## src/rtl/i2c_master_ctrl.sv

```systemverilog
// Single-byte I2C bus master: START, address+R/W, one data byte (write or read), ACK/NACK, STOP.
// SCL/SDA are registered and derived from the next bit-period position so both change cleanly on clk edges.
module i2c_master_ctrl #(
    parameter int         CLK_DIV  = 4,
    parameter logic [6:0] DEF_ADDR = 7'b1001100
) (
    input  logic       clk,
    input  logic       rst,
    input  logic       cmd_valid,
    output logic       cmd_ready,
    input  logic       cmd_rw,
    input  logic [6:0] cmd_addr,
    input  logic [7:0] cmd_wdata,
    output logic       busy,
    output logic       done,
    output logic       ack_err,
    output logic [7:0] rdata,
    output logic       scl,
    output logic       sda_oe,
    input  logic       sda_in
);

    if (CLK_DIV < 1) begin : g_bad_div
        $error("i2c_master_ctrl: CLK_DIV must be >= 1");
    end

    typedef enum logic [3:0] {
        IDLE, START, ADDR, AACK, WDATA, WACK, RDATA, RNACK, STOP
    } state_t;

    state_t      state, nxt_state;
    logic [1:0]  quarter, nxt_quarter;
    logic [15:0] qcnt, nxt_qcnt;
    logic [2:0]  bitcnt, nxt_bitcnt;
    logic [7:0]  tx, nxt_tx;
    logic [7:0]  rx;
    logic [7:0]  wdata_q;
    logic [6:0]  last_addr;
    logic        rw_q;
    logic        sample;
    logic        accept;
    logic        last_cyc;
    logic        period_end;

    assign accept     = (state == IDLE) && cmd_valid && cmd_ready;
    assign last_cyc   = (qcnt == 16'(CLK_DIV - 1));
    assign period_end = (state != IDLE) && last_cyc && (quarter == 2'd3);

    // Bus levels for a given bit-period position; SCL is high in Q1..Q2 of ordinary bits.
    function automatic logic [1:0] line_drive(state_t st, logic [1:0] q, logic tx_bit);
        logic scl_hi;
        scl_hi = (q == 2'd1) || (q == 2'd2);
        case (st)
            START:                    line_drive = {q != 2'd3, q[1]};
            ADDR, WDATA:              line_drive = {scl_hi, ~tx_bit};
            AACK, WACK, RDATA, RNACK: line_drive = {scl_hi, 1'b0};
            STOP:                     line_drive = {q != 2'd0, ~q[1]};
            default:                  line_drive = 2'b10;
        endcase
    endfunction

    always_comb begin
        nxt_state   = state;
        nxt_quarter = quarter;
        nxt_qcnt    = qcnt;
        nxt_bitcnt  = bitcnt;
        nxt_tx      = tx;
        if (state == IDLE) begin
            if (accept) begin
                nxt_state   = START;
                nxt_quarter = 2'd0;
                nxt_qcnt    = 16'd0;
                nxt_bitcnt  = 3'd0;
            end
        end else begin
            nxt_qcnt = last_cyc ? 16'd0 : qcnt + 16'd1;
            if (last_cyc)
                nxt_quarter = quarter + 2'd1;
            if (period_end) begin
                nxt_bitcnt = bitcnt + 3'd1;
                nxt_tx     = {tx[6:0], 1'b0};
                case (state)
                    START: begin
                        nxt_state  = ADDR;
                        nxt_tx     = {last_addr, rw_q};
                        nxt_bitcnt = 3'd0;
                    end
                    ADDR:  if (bitcnt == 3'd7) nxt_state = AACK;
                    AACK: begin
                        nxt_bitcnt = 3'd0;
                        if (sample)
                            nxt_state = STOP;
                        else if (rw_q)
                            nxt_state = RDATA;
                        else begin
                            nxt_state = WDATA;
                            nxt_tx    = wdata_q;
                        end
                    end
                    WDATA: if (bitcnt == 3'd7) nxt_state = WACK;
                    WACK:  nxt_state = STOP;
                    RDATA: if (bitcnt == 3'd7) nxt_state = RNACK;
                    RNACK: nxt_state = STOP;
                    STOP:  nxt_state = IDLE;
                    default: nxt_state = IDLE;
                endcase
            end
        end
    end

    // Sequencer plus registered handshake, status and bus outputs.
    always_ff @(posedge clk) begin
        if (rst) begin
            state     <= IDLE;
            quarter   <= 2'd0;
            qcnt      <= 16'd0;
            bitcnt    <= 3'd0;
            tx        <= 8'h00;
            rx        <= 8'h00;
            wdata_q   <= 8'h00;
            last_addr <= DEF_ADDR;
            rw_q      <= 1'b0;
            sample    <= 1'b0;
            scl       <= 1'b1;
            sda_oe    <= 1'b0;
            cmd_ready <= 1'b1;
            busy      <= 1'b0;
            done      <= 1'b0;
            ack_err   <= 1'b0;
            rdata     <= 8'h00;
        end else begin
            state           <= nxt_state;
            quarter         <= nxt_quarter;
            qcnt            <= nxt_qcnt;
            bitcnt          <= nxt_bitcnt;
            tx              <= nxt_tx;
            {scl, sda_oe}   <= line_drive(nxt_state, nxt_quarter, nxt_tx[7]);
            done            <= 1'b0;
            if (accept) begin
                last_addr <= cmd_addr;
                rw_q      <= cmd_rw;
                wdata_q   <= cmd_wdata;
                ack_err   <= 1'b0;
                busy      <= 1'b1;
                cmd_ready <= 1'b0;
            end
            if (state != IDLE && last_cyc && quarter == 2'd2) begin
                sample <= sda_in;
                if (state == RDATA)
                    rx <= {rx[6:0], sda_in};
            end
            if (period_end) begin
                if ((state == AACK || state == WACK) && sample)
                    ack_err <= 1'b1;
                if (state == RNACK)
                    rdata <= rx;
                if (state == STOP) begin
                    done      <= 1'b1;
                    busy      <= 1'b0;
                    cmd_ready <= 1'b1;
                end
            end
        end
    end

endmodule

```

## config.mk

```make
export PLATFORM = sky130hd
export DESIGN_NAME = i2c_master_ctrl
export DESIGN_NICKNAME = d
export VERILOG_FILES = /design/src/rtl/i2c_master_ctrl.sv
export SDC_FILE = /design/constraint.sdc
export NUM_CORES = 1
export LEC_CHECK = 0
export CORE_ASPECT_RATIO = 1.25
export CORE_MARGIN = 5
export CORE_UTILIZATION = 53
export CTS_BUF_LIST = sky130_fd_sc_hd__clkbuf_8
export DETAILED_ROUTE_END_ITERATION = 6
export PLACE_DENSITY = 0.78
export SYNTH_ARGS = -nofsm -noshare
export SYNTH_HDL_FRONTEND = slang
export SYNTH_SLANG_ARGS = --single-unit
```

## constraint.sdc

```tcl
create_clock -name clk -period 2.7 [get_ports clk]
set_input_delay 0.27 -clock clk [delete_from_list [all_inputs] [get_ports clk]]
set_output_delay 0.27 -clock clk [all_outputs]
set_load 0.02 [all_outputs]
```

# --- Word level (Yosys, flattened, before mapping) ---
# Cells that the tools add are included.
totals:
  in_bits: 20
  latch_bits: 0
  elab_cells: 105
  register_bits: 72
  mem_bits_ro: 0
  ram_bits: 0
  n_memories: 0
  out_inout_bits: 14
op_classes:
  magnitude_cmp: 0
  shifts: 0
  n_eq_ne: 24
  n_mux: 35
  addsub: 3
  n_mul: 0
  n_bitwise: 4
  div: 0
  reduce_logical: 21
op_table:
  columns: ["op", "count"]
  rows:
  - ["$mux W16", 3]
  - ["$eq A4 B3 Y1 const B", 8]
  - ["$mux W8", 4]
  - ["$mux W4", 7]
  - ["$pmux W4 S6", 1]
  - ["$add A16 B1 Y16 const B", 1]
  - ["$eq A16 B2 Y1 const B", 1]
  - ["$eq A4 B2 Y1 const B", 4]
  - ["$pmux W8 S2", 1]
  - ["$mux W3", 4]
  - ["$mux W1", 10]
  - ["$eq A4 B1 Y1 const B", 2]
  - ["$eq A4 B4 Y1 const B", 2]
  - ["$mux W2", 4]
  - ["$pmux W2 S4", 1]
  - ["$reduce_and A2 Y1", 4]
  - ["$reduce_or A2 Y1", 4]
  - ["$eq A2 B2 Y1 const B", 3]
  - ["$logic_and A1 B1 Y1", 6]
  - ["$logic_not A4 Y1", 1]
  - ["$ne A2 B2 Y1 const B", 2]
  - ["$not A1 Y1", 4]
  - ["$reduce_bool A2 Y1", 2]
  - ["$reduce_bool A4 Y1", 1]
  - ["6 further kinds", 7]

# --- Logic depth before layout (Yosys ltp) ---
# Gate-level depths: netlist (run 1).
depth:
  depth_word: 8
  depth_mapped: 13

# --- Worst setup path before layout (run 1) ---
# OpenSTA, ideal clock, no wires.
synth_path:
  kind: "reg2reg"
  from: "register state[0]"
  to: "register scl"
  arrival_time_ns: 2.512
  path_stages_with_launch: 13
  setup_time_ns: 0.070
  path_buffers: 2
  synth_period_minus_slack_ns: 2.582
  slack_ns: 0.118
  t_required_ns: 2.630
  cell_sequence: "dfxtp_1 > buf_6 > or4_4 > buf_6 > nor2_2 > a211oi_1 > a31oi_1 > inv_1 > ha_1 > nor3b_1 > a22o_1 > o211a_1 > o21bai_1"
synth_via:
  elab_chain_cells: 8
  elab_cells_between_ends: 39
synth_rtl:
  columns: ["element", "line_no", "rtl"]
  rows:
  - ["from (decl)", "31", "state_t state, nxt_state;"]
  - ["from (signal assigned)", "132", "state <= nxt_state;"]
  - ["$logic_not A4 Y1 (*)", "45, 68", null]
  - ["$logic_and A1 B1 Y1 (2 in series)", "45", "assign accept = (state == IDLE) && cmd_valid && cmd_ready;"]
  - ["$mux W2", "69", "if (accept) begin"]
  - ["$mux W2 (*)", "68", "if (state == IDLE) begin"]
  - ["net nxt_quarter[0]", "32", "logic [1:0] quarter, nxt_quarter;"]
  - ["$eq A2 B1 Y1 / $eq A2 B2 Y1 (equally long branches)", "52", "scl_hi = (q == 2'd1) || (q == 2'd2);"]
  - ["$logic_or A1 B1 Y1", "52", null]
  - ["$pmux W2 S4 (*)", "53", "case (st)"]
  - ["to (signal assigned)", "137", "{scl, sda_oe} <= line_drive(nxt_state, nxt_quarter, nxt_tx[7]);"]
  - ["to (decl)", "18", "output logic scl,"]
# The timed path passes the listed nets; every way through them passes the cells marked *.
# A chain may end at the register's enable or synchronous reset.

# --- Worst setup path after layout (run 1) ---
layout_path:
  from: "register qcnt[0]"
  to: "register scl"
layout_via:
  elab_cells_between_ends: 23
layout_lines:
  columns: ["element", "line_no", "rtl"]
  rows:
  - ["from (decl)", "33", "logic [15:0] qcnt, nxt_qcnt;"]
  - ["from (signal assigned)", "134", "qcnt <= nxt_qcnt;"]
  - ["$eq A16 B2 Y1 (*)", "46", "assign last_cyc = (qcnt == 16'(CLK_DIV - 1));"]
  - ["$mux W2 (*)", "77", "if (last_cyc)"]
  - ["$mux W2 (*)", "68", null]
  - ["net nxt_quarter[0]", "32", null]
  - ["$eq A2 B1 Y1 / $eq A2 B2 Y1 (equally long branches)", "52", null]
  - ["$logic_or A1 B1 Y1", "52", null]
  - ["$pmux W2 S4 (*)", "53", null]
# Marked as above.

==> flow_metrics.py, run 1 <==
metrics = {
    "floorplanning": {
        "dieWidth_um": 81.44,
        "start_util": 0.5448,
        "ios": 34,
        "core_mm2": 0.006206,
        "dieArea_mm2": 0.008086,
        "fp.dieH_um": 99.30,
        "fp-row-count": 32,
    },
    "placed_design": {
        "io_buffers": 33,
        "placed_cell_area_mm2": 0.003832,
        "gp_congestion": 0.9033,
        "dp_hpwl_um": 5285,
    },
    "clocking": {
        "clkTransAtPathRegs_ns": 0.08,
        "cts.sinks": 72,
        "cts_made_buffers": 9,
        "tritoncts": "yes",
        "cts_hold_buffers": 0,
        "clkLatencyLatePin_ns": 0.35,
        "cts_max_level": 3,
        "post_cts_buffers": 0,
        "clk_path_buf_depth": 2,
        "cts-root-buf": "clkbuf_8",
    },
    "route": {
        "vias_per_cell": 5.779,
        "firstDrtPassIters": 5,
        "drt_iter0_markers": 223,
        "wl_um": 7668,
        "drc_errors": 0,
        "routedWlPerCell_um": 14.33,
        "num_vias": 3092,
        "drtAntennaViolNets": 0,
    },
    "yosys": {
        "yosys-top-cells-area": "dfxtp_1, nand2_1, a21oi_1, nor2_1, mux2i_1",
        "syn-instance-count": 408,
        "synth_area_per_cell_um2": 8.286,
        "synth-edff-count": 0,
        "synth_cell_types": 53,
        "netlist.top_cell.by_area": "dfxtp_1",
        "yosys_register_bits": 72,
        "ys.flop_type": "dfxtp_1",
        "synth_nets": 435,
        "netlist_area_mm2": 0.003381,
        "async_flop_share": 0,
        "yosysSeqAreaShare": 0.4264,
        "netlist.area_leader.share": 0.4264,
        "yosysWarnings": 0,
    },
    "job": {
        "maxCapViolCount": 0,
    },
    "grt": {
        "grt_pass1_wl_um": 12950,
        "gr-usage-met3": 0.04167,
        "met1_usage": 0.2372,
        "grt_overflow_total": 0,
        "grtUsageMet2": 0.3344,
        "grt_pass1_vias": 2964,
        "busiest_layer": "met2",
        "antenna_found_initial": 0,
        "grt_max_degree": 40,
        "grt_usage": 0.2018,
    },
    "sta": {
        "finClkSkew_ns": 0.007407,
        "fmax_mhz": 400.9,
        "slew_headroom": 0.5737,
        "period_minus_slack_ns": 2.494,
        "finalSetupViolCount": 0,
        "worst_slew_pin_slew_ns": 0.6395,
        "drv_slew": 0,
        "finalCritPeriodShare": 0.9237,
        "hold_viol": 0,
        "finalSetupTns_ns": 0,
    },
    "cells_and_area": {
        "drive_gt1_frac": 0.1200,
        "final_nets": 472,
        "final_cell_mix": "nand2_1, dfxtp_1, nor2_1",
        "diodes": 0,
        "layout_commonest_cell": "nand2_1",
        "postLayoutCellArea_mm2": 0.004048,
        "syn_to_final_growth_pct": 19.73,
        "utilization": 0.6522,
    },
    "power_and_ir_drop": {
        "comb_power_share": 0.103,
        "clock_power_share": 0.378,
        "switching_power_uw": 579.3,
        "finalPower_uw": 2123,
        "ir_worst_vdd_uv": 383.9,
        "p_sw_frac": 0.2728,
        "p_int_uw": 1544,
        "power.density_mw_per_mm2": 524.5,
        "leakage_uw": 0.001572,
        "seq_power_share": 0.519,
    },
    "worst_setup_path": {
        "arrival_ns": 2.77,
        "critPathKind": "flip-flop to flip-flop",
        "cp.required_ns": 2.98,
        "rr_worst_depth": 12,
        "start_kind": "flip-flop",
        "path_max_fanout": 4,
        "end_kind": "flip-flop",
    },
    "worst_hold_path": {
        "worst_hold_path_type": "input pin to flip-flop",
        "whs_path_depth": 2,
    },
    "status": {
        "status": "complete, no violations",
    },
}
cell usage after synthesis (6+ instances only):
| cell type | number |
|---|---|
| a21oi_1 | 37 |
| a222oi_1 | 7 |
| a311oi_1 | 6 |
| and3_1 | 7 |
| buf_2 | 9 |
| clkbuf_1 | 11 |
| dfxtp_1 | 72 |
| ha_1 | 7 |
| mux2i_1 | 11 |
| nand2_1 | 81 |
| nand3_1 | 11 |
| nor2_1 | 43 |
| nor3b_1 | 7 |
| o21a_1 | 9 |
| o21ai_0 | 15 |
critical path, cell delays in order (launching register included):
cell      delay (ns)
dfxtp_1         0.35
ha_1            0.20
nor4b_2         0.26
and3_1          0.23
and2_4          0.17
a211oi_1        0.07
a31oi_1         0.19
inv_1           0.07
ha_1            0.19
nor3b_1         0.14
a22o_1          0.23
o211a_1         0.20
o21bai_1        0.14
path summary, 6_finish.rpt:
kind | startpoint | endpoint | slack (ns)
worst min-delay path | rst | tx[4] | 0.42
worst max register to register | qcnt[0] | scl | 0.21
worst max-delay path | qcnt[0] | scl | 0.21
worst min register to register | ack_err | ack_err | 0.45
metal layers:
metal	part of all wire	vias up	wire (um)
met2	0.50	85	3825
met3	0.044	24	335
met5	0	-	0
met4	0.032	0	245
met1	0.43	1458	3261
li1	-	1525	-
power groups by stage:
stage	clock (uW)	combinational, uW	sequential, uW
global route	857	241	1110
finish	802	219	1100
detailed placement	0	217	1130
CTS	810	219	1100
floorplan	0	137	1130
global placement	0	212	1130
timing repair:
item | in CTS | in global routing
hold endpoints to repair | 0 | 0
endpoints found under the setup margin | 0 | 1
resized for setup | 0 | 7
layout make-up:
class / count / area (um^2)
Fill cell: 539 / 2158
Multi-Input combinational cell: 305 / 1808
Sequential cell: 72 / 1443
Timing Repair Buffer: 53 / 488.0
Clock buffer: 10 / 137.6
Tap cell: 85 / 106.4
Clock inverter: 6 / 50.05
Inverter: 4 / 15.01
flip-flops by register name, indices dropped and copies added (netlist names):
register,count
state,4
done,1
sample,1
qcnt,16
cmd_ready,1
busy,1
last_addr,7
tx,8
quarter,2
sda_oe,1
wdata_q,8
bitcnt,3
rw_q,1
rdata,8
ack_err,1
rx,8
scl,1
per-stage QoR:
stage | std cells | worst slack (ns) | hold WS, ns
finish | 535 | 0.2059 | 0.4247
global route | 535 | -0.004795 | 0.4566
CTS | 535 | 0.08752 | 0.4203
detailed placement | 519 | 0.1300 | 0.4461
global placement | 519 | 0.1933 | 0.4404
floorplan | 408 | 0.1178 | 0.3942
kinds of logic (layout without fill, tap and decap cells):
group,Yosys count,count (layout),share of synthesized area
AND/OR/NAND/NOR,184,184,0.2594
flip-flops,72,72,0.4264
adder cells (fa/ha/maj),7,7,0.02591
XOR/XNOR,2,2,0.005182
AO/OA/AOI/OAI,100,100,0.1995
buffers and inverters,31,73,0.04663
multiplexers,12,12,0.03701
Note: power is estimated with default switching activity, not from simulation.
==> inputs of run 2 (changes only) <==
--- a/config.mk
+++ b/config.mk
@@ -5,7 +5,7 @@
 export SDC_FILE = /design/constraint.sdc
 export NUM_CORES = 1
 export LEC_CHECK = 0
-export CORE_ASPECT_RATIO = 1.25
+export CAP_MARGIN = 40
 export CORE_MARGIN = 5
 export CORE_UTILIZATION = 53
 export CTS_BUF_LIST = sky130_fd_sc_hd__clkbuf_8
==> run 2 against run 1 <==
Against the previous run: cell count fell by 1.9%; die area fell by 0.13%; non-clock buffer count fell by 2; sequential power barely moved; via count fell by 3.5%; critical endpoint unchanged; largest power group unchanged; register-to-register slack barely moved; clock-buffer cell count fell by 1.
==> flow_metrics.py, run 2 (synthesis results as in run 1) <==
metrics = {
    "grt": {
        "grt_usage": 0.1869,
        "antenna_found_initial": 0,
        "grt_overflow_total": 0,
        "grt_pass1_wl_um": 12620,
        "grt_pass1_vias": 2686,
        "grt_max_degree": 39,
    },
    "worst_setup_path": {
        "critPathKind": "flip-flop to flip-flop",
        "rr_worst_depth": 10,
        "slowest_stage": "or4_4",
        "path_max_fanout": 7,
        "worstSetupStartpoint": "state[0]",
        "crit_path_end": "scl",
        "critical_path_depth": 10,
        "path_buf_inv": 1,
        "r2r_start": "state[0]",
        "r2r_slack_ns": 0.20,
        "arrival_ns": 2.74,
        "crit_chain": "or4_4 > a21oi_4 > a21oi_1 > mux2_4 > inv_1 > ha_1 > nor3b_1 > a22o_1 > o211a_1 > o21bai_1",
        "start_kind": "flip-flop",
        "r2r_end": "scl",
        "cp.required_ns": 2.93,
        "end_kind": "flip-flop",
        "critical_path.top_delay_family": "simple AND/OR/NAND/NOR gates",
        "max_stage_delay_ns": 0.63,
    },
    "clocking": {
        "cts-root-buf": "clkbuf_8",
        "clkTransAtPathRegs_ns": 0.08,
        "cts_hold_buffers": 0,
        "cts_made_buffers": 9,
        "clk_path_buf_depth": 2,
        "cts.sinks": 72,
        "post_cts_buffers": 0,
        "clkLatencyLatePin_ns": 0.35,
        "cts_max_level": 3,
        "tritoncts": "yes",
    },
    "sta": {
        "hold_viol": 0,
        "fmax_mhz": 399.2,
        "drv_slew": 0,
        "period_minus_slack_ns": 2.505,
        "finClkSkew_ns": 0.009611,
        "finalCritPeriodShare": 0.9277,
        "worst_slew_pin_slew_ns": 0.6688,
        "finalSetupViolCount": 0,
        "slew_headroom": 0.5541,
    },
    "cells_and_area": {
        "regArea_mm2": 0.001443,
        "top_register": "qcnt",
        "postLayoutCellArea_mm2": 0.004055,
        "layout_commonest_cell": "nand2_1",
        "final.fill_count": 539,
        "multi_input_area_mm2": 0.001808,
        "final_cells": 525,
        "drive_gt1_frac": 0.1138,
        "final_cell_mix": "nand2_1, dfxtp_1, nor2_1",
        "largest_register_ffs": 16,
        "diodes": 0,
        "final_nets": 470,
        "syn_to_final_growth_pct": 19.95,
    },
    "route": {
        "vias_per_cell": 5.682,
        "drt_iter0_markers": 184,
        "drtAntennaViolNets": 0,
        "wl_um": 7352,
        "drc_errors": 0,
        "firstDrtPassIters": 7,
        "routedWlPerCell_um": 14.00,
        "num_vias": 2983,
    },
    "worst_hold_path": {
        "worst_hold_path_type": "input pin to flip-flop",
        "hold_start": "rst",
    },
    "job": {
        "maxCapViolCount": 0,
    },
    "power_and_ir_drop": {
        "p_sw_frac": 0.2479,
        "seq_power_share": 0.489,
        "finalPower_uw": 2257,
        "clock_power_share": 0.416,
        "power.density_mw_per_mm2": 556.5,
        "comb_power_share": 0.095,
        "p_int_uw": 1697,
        "leakage_uw": 0.001571,
        "switching_power_uw": 559.5,
        "ir_worst_vdd_uv": 328.3,
    },
    "floorplanning": {
        "fp-row-count": 29,
        "fp.dieH_um": 89.87,
        "ios": 34,
        "start_util": 0.5386,
        "dieWidth_um": 89.87,
        "core_mm2": 0.006277,
        "dieArea_mm2": 0.008076,
    },
    "placed_design": {
        "gp_congestion": 0.8880,
        "dpl.cell_count": 509,
        "io_buffers": 33,
        "dp_hpwl_um": 5046,
        "placed_cell_area_mm2": 0.003807,
    },
    "status": {
        "status": "complete, no violations",
    },
}
run 2: changes by cell type in the layout (fill, tap and decap cells not counted), sizes merged:
cell	change
clkinv	-1
bufinv	+2
buf	-2
clkbuf	-1
run 2: worst min-delay path by stage:
stage,to,slack (ns),cells past startpoint
3_3_place_gp,rdata[1],0.44,2
3_5_place_dp,rdata[1],0.45,2
4_1_cts,tx[3],0.41,2
5_1_grt,done,0.44,2
2_1_floorplan,last_addr[2],0.39,2
6_report,tx[5],0.44,2
run 2: layout make-up:
class                      count  area share
clock buffer                   9     0.03055
timing repair buffer          51      0.1166
clock inverter                 7     0.02376
sequential                    72      0.3558
multi-input combinational    305      0.4458
tap                           77     0.02376
inverter                       4    0.003703
run 2: worst register-to-register path, stage by stage, from the launching register on:
cell,delay (ns)
dfxtp_1,0.35
or4_4,0.63
a21oi_4,0.19
a21oi_1,0.09
mux2_4,0.29
inv_1,0.07
ha_1,0.16
nor3b_1,0.24
a22o_1,0.17
o211a_1,0.14
o21bai_1,0.07
run 2: routing by layer:
layer  routed length (um)  global-route usage
met1                 3331              0.2424
met2                 3532              0.2915
met3                  356             0.04508
met4                  131             0.08933
met5                    0                   0
run 2: per-stage QoR:
| stage | hold slack, ns | TNS [ns] | util | setup slack [ns] |
|---|---|---|---|---|
| finish | 0.4376 | 0 | 0.6460 | 0.1953 |
| global route | 0.4407 | -0.01469 | 0.6460 | -0.01469 |
| CTS | 0.4145 | 0 | 0.6426 | 0.08627 |
| detailed placement | 0.4452 | 0 | 0.6065 | 0.02013 |
| global placement | 0.4385 | 0 | 0.6065 | 0.1529 |
| floorplan | 0.3942 | 0 | - | 0.1178 |
run 2: what timing repair did:
action | CTS | global route
gates resized for setup | 1 | 6
pin swaps | 0 | 0
endpoints found under the setup margin | 1 | 1
hold endpoints to repair | 0 | 0
run 2: power by group through the flow:
stage               Combinational, uW  Clock [uW]  Sequential, uW
detailed placement                215           0            1130
global route                      239        1010            1110
finish                            215         938            1100
CTS                               217         963            1100
global placement                  212           0            1130
floorplan                         137           0            1130
